`config.mk`:
```
export PLATFORM = sky130hd
export DESIGN_NAME = player_seq_p
export DESIGN_NICKNAME = d
export VERILOG_FILES = /design/src/rtl/player_seq_p.sv
export SDC_FILE = /design/constraint.sdc
export NUM_CORES = 1
export LEC_CHECK = 0
export ABC_AREA = 1
export CORE_MARGIN = 1.5
export CORE_UTILIZATION = 53
export CTS_CLUSTER_SIZE = 25
export DETAILED_ROUTE_END_ITERATION = 8
export PLACE_DENSITY_LB_ADDON = 0.12
export SLEW_MARGIN = 15
export SYNTH_ARGS = -nofsm -noshare
export SYNTH_HDL_FRONTEND = slang
export SYNTH_SLANG_ARGS = --single-unit
```
`constraint.sdc`:
```
create_clock -name clk_act -period 2.63 [get_ports clk_act]
set_input_delay 0.526 -clock clk_act [delete_from_list [all_inputs] [get_ports clk_act]]
set_output_delay 0.526 -clock clk_act [all_outputs]
set_load 0.03 [all_outputs]
```
`src/rtl/player_seq_p.sv`:
```
// Player action sequencer: attack, defend and stagger phases
// with a stamina budget, hit resolution and strike/block pulses.
module player_seq_p #(
  parameter int STEPS     = 5,
  parameter int APT_CYC   = 10,
  parameter int ART_CYC   = 2,
  parameter int DHT_CYC   = 20,
  parameter int DRT_CYC   = 1,
  parameter int STG_CYC   = 4,
  parameter int STAM_MAX  = 7,
  parameter int ATK_COST  = 3,
  parameter int REGEN_CYC = 8
) (
  input  logic                             clk_act,
  input  logic                             rst,
  input  logic [1:0]                       act,
  input  logic                             hit,
  output logic [1:0]                       state,
  output logic [2:0]                       phase,
  output logic [$clog2(STEPS+1)-1:0]       led_ctrl,
  output logic                             strike,
  output logic                             blocked,
  output logic [$clog2(STAM_MAX+1)-1:0]    stamina
);

  function automatic int mx(input int a, input int b);
    return (a > b) ? a : b;
  endfunction

  localparam int MAXC = mx(mx(mx(APT_CYC, ART_CYC),
                              mx(DHT_CYC, DRT_CYC)),
                           STG_CYC);
  localparam int PW = (MAXC > 1) ? $clog2(MAXC) : 1;
  localparam int LW = $clog2(STEPS+1);
  localparam int SW = $clog2(STAM_MAX+1);
  localparam int RW = (REGEN_CYC > 1) ? $clog2(REGEN_CYC) : 1;

  typedef enum logic [2:0] {
    IDLE    = 3'd0,
    APREP   = 3'd1,
    ARECOV  = 3'd2,
    DHOLD   = 3'd3,
    DRECOV  = 3'd4,
    STAGGER = 3'd5
  } phase_t;

  phase_t        ph, ph_n;
  logic [PW-1:0] pre, pre_n, lim;
  logic [LW-1:0] step, step_n;
  logic [SW-1:0] stam, stam_n;
  logic [RW-1:0] rc, rc_n;
  logic          strike_n, blocked_n;
  logic          tick, done;

  // Last prescaler value of the current phase.
  always_comb begin
    lim = '0;
    unique case (ph)
      APREP:   lim = PW'(APT_CYC - 1);
      ARECOV:  lim = PW'(ART_CYC - 1);
      DHOLD:   lim = PW'(DHT_CYC - 1);
      DRECOV:  lim = PW'(DRT_CYC - 1);
      STAGGER: lim = PW'(STG_CYC - 1);
      default: lim = '0;
    endcase
  end

  assign tick = (pre == lim);
  assign done = tick && (step == LW'(STEPS - 1));

  // Phase transitions, pulses and stamina bookkeeping.
  always_comb begin
    ph_n      = ph;
    strike_n  = 1'b0;
    blocked_n = 1'b0;
    stam_n    = stam;
    rc_n      = '0;
    unique case (ph)
      IDLE: begin
        if (hit) begin
          ph_n = STAGGER;
        end else if (act[0]) begin
          ph_n = DHOLD;
        end else if (act == 2'b10 &&
                     stam >= SW'(ATK_COST)) begin
          ph_n   = APREP;
          stam_n = stam - SW'(ATK_COST);
        end
      end
      APREP: begin
        if (hit) begin
          ph_n = STAGGER;
        end else if (done) begin
          ph_n     = ARECOV;
          strike_n = 1'b1;
        end
      end
      ARECOV, DRECOV: begin
        if (hit)       ph_n = STAGGER;
        else if (done) ph_n = IDLE;
      end
      DHOLD: begin
        blocked_n = hit;
        if (!act[0] || done) ph_n = DRECOV;
      end
      STAGGER: begin
        if (done) ph_n = IDLE;
      end
      default: ph_n = IDLE;
    endcase
    if (ph == IDLE && ph_n == IDLE &&
        stam != SW'(STAM_MAX)) begin
      if (rc == RW'(REGEN_CYC - 1)) begin
        stam_n = stam + SW'(1);
      end else begin
        rc_n = rc + RW'(1);
      end
    end
  end

  // Step timer; any phase change restarts it.
  always_comb begin
    pre_n  = pre;
    step_n = step;
    if (ph_n != ph || ph == IDLE) begin
      pre_n  = '0;
      step_n = '0;
    end else if (tick) begin
      pre_n  = '0;
      step_n = step + LW'(1);
    end else begin
      pre_n  = pre + PW'(1);
    end
  end

  // State register with synchronous active-low reset.
  always_ff @(posedge clk_act) begin
    if (!rst) begin
      ph      <= IDLE;
      pre     <= '0;
      step    <= '0;
      stam    <= SW'(STAM_MAX);
      rc      <= '0;
      strike  <= 1'b0;
      blocked <= 1'b0;
    end else begin
      ph      <= ph_n;
      pre     <= pre_n;
      step    <= step_n;
      stam    <= stam_n;
      rc      <= rc_n;
      strike  <= strike_n;
      blocked <= blocked_n;
    end
  end

  // Legacy two-bit state view of the phase.
  always_comb begin
    state = 2'b00;
    unique case (1'b1)
      (ph == APREP):  state = 2'b10;
      (ph == ARECOV): state = 2'b11;
      (ph == DHOLD):  state = 2'b01;
      default:        state = 2'b00;
    endcase
  end

  assign phase    = ph;
  assign led_ctrl = step;
  assign stamina  = stam;

endmodule
```
==> flow_summary.json <==
{
  "grt_pass1_wl_um": 4420,
  "nets": 202,
  "async_flop_share": 0,
  "via_count": 1139,
  "multi_input_area_sq_um": 706,
  "num_io_pins": 18,
  "hold_depth": 1,
  "track_usage": 0.227,
  "drc": 0,
  "ctsResizeCount": 0,
  "place_area_sq_um": 1380,
  "critPathArrivalTime_ps": 1860,
  "clock-root-buffer": "clkbuf_4",
  "critPathKind": "reg2out",
  "synth_edf_count": 0,
  "post_cts_buffers": 0,
  "maxSlewHeadroom": 0.743,
  "wire_per_inst_um": 11.3,
  "synth_ff_type": "dfxtp_1",
  "synth_area_leader_cell": "dfxtp_1",
  "synthTopCellsByCount": "39 x nand2_1, 19 x dfxtp_1, 18 x inv_1, 14 x nor2_1, 13 x nand3_1",
  "start_util": 0.580,
  "yosys_warnings": 0,
  "critPathRequiredTime_ps": 2100,
  "rsz0062_at_grt": "false",
  "leakage_nw": 0.614,
  "netlist_area_sq_um": 1180,
  "first_iter_violations": 46,
  "cts_sinks": 19,
  "status": "completed",
  "tightest_slew_ps": 384,
  "final_cells": 215,
  "ant_nets": 0,
  "ys_types": 28,
  "ys_seq_area_frac": 0.321,
  "n_antenna_cell": 0,
  "hold_viol": 0,
  "p_per_area_nw_per_um2": 465,
  "die_x_um": 50.3,
  "rows": 16,
  "cts_buffers": 3,
  "timing.fmax_mhz": 420,
  "regArea_sq_um": 380,
  "clk_pin_slew_ps": 100,
  "syn_inst": 168,
  "place.gp.congestion": 0.920,
  "tns_ps": 0,
  "totalWireLength_um": 2430,
  "drive_above_1_share": 0.112,
  "cap_violations": 0,
  "placedCellCount": 211,
  "finalInstanceArea_sq_um": 1410,
  "avgSynthCellArea_sq_um": 7.05,
  "ctsLongestPathBuffers": 2,
  "insertion_delay_ps": 300,
  "syn_nets": 181,
  "overflow": 0,
  "ir_drop_v": 0.000391,
  "ys_top_cells_by_area": "dfxtp_1 32%, nand2_1 12%, ha_1 8.4%",
  "timing.hold.ws_ps": 427,
  "min_period_over_period": 0.906,
  "finalSetupViolCount": 0,
  "cp-start-kind": "flop",
  "skew_ps": 2.41,
  "min_period_ps": 2380,
  "grt_pass1_vias": 1039,
  "r2r_cells": 11,
  "ctsHoldBuffers": 0,
  "grt_max_degree": 11,
  "firstDrtPassIters": 4,
  "die_height_um": 50.3,
  "path_max_fanout": 10,
  "hpwl_um": 1910,
  "ys_seq_elements": 19,
  "synth_top_area_frac": 0.321,
  "slew_violations": 0,
  "syn_to_final_growth_pct": 19.0,
  "fillers": 178,
  "die_area_sq_um": 2530,
  "viasPerCell": 5.30,
  "min_path_type": "reg2reg",
  "end_kind": "output port",
  "h-tree-depth": 1,
  "antenna_found_initial": 0,
  "core_sq_um": 2040,
  "synth_most_common_cell": "nand2_1",
  "io_buffers": 17,
  "tritoncts": "built"
}
==> path summary, 6_finish.rpt <==
path                            slack [ps]  startpoint          to
worst max register to register         460    phase[0]  stamina[0]
worst min register to register         430       rc[0]       rc[0]
worst max-delay path                   250    phase[0]    state[1]
worst min-delay path                   430       rc[0]       rc[0]
==> logic make-up after synthesis <==
kind of cell / after synthesis / share of synthesized area
mux: 1 / 0.00950
flops: 19 / 0.321
simple gates: 84 / 0.347
buf+inv: 26 / 0.0834
xor+xnor: 6 / 0.0444
compound gates: 24 / 0.110
fa+ha+maj: 8 / 0.0845
==> area by class of cell <==
type | count | area share
timing repair buffer | 17 | 0.121
clock buffer | 4 | 0.0186
inverter | 25 | 0.0665
tap | 27 | 0.0240
multi-input combinational | 123 | 0.500
sequential | 19 | 0.270
==> registers in the layout (all words and copies together) (netlist names) <==
signal and flops:
led_ctrl 3, strike 1, phase 3, blocked 1, stamina 3, pre 5
rc 3
==> critical path, cell delays in order (launching register included) <==
cell and delay [ps]:
dfxtp_1 560, nand3_2 180, o21ai_0 120, clkdlybuf4s50_1 700
==> layer usage <==
layer  track usage  up-vias  wire, um
li1              -      589         -
met3        0.0298        7       158
met1         0.311      502      1140
met4         0.102        0        50
met5             0        -         0
met2         0.353       41      1080
==> power by group <==
group | leakage, nW | total (mW) | switching, mW | internal, mW
clock network | 0.0150 | 0.147 | 0.0878 | 0.0592
registers | 0.154 | 0.315 | 0.0172 | 0.298
logic | 0.445 | 0.194 | 0.123 | 0.0709
==> through the flow <==
stage / worst slack, ps / util / total power, mW
after global routing: 123 / 0.691 / 0.701
final: 247 / 0.691 / 0.656
after floorplan: 596 / - / 0.459
after detailed placement: 321 / 0.678 / 0.513
after CTS: 257 / 0.691 / 0.662
after global placement: 395 / 0.678 / 0.510
==> layout by cell type, fill, tap and decap left out, types with 2 or more instances in the layout <==
master	instances
nand2_1	39
dfxtp_1	19
inv_1	18
clkdlybuf4s50_1	17
nor2_1	14
nand3_1	13
a21oi_1	11
ha_1	8
inv_2	6
o21ai_0	5
o21ai_1	5
xor2_1	4
nand3_2	3
nor2_2	3
nor3_1	3
clkbuf_4	3
xnor2_1	2
nor3b_1	2
nor3_2	2
Note: power is estimated with default switching activity, not from simulation.
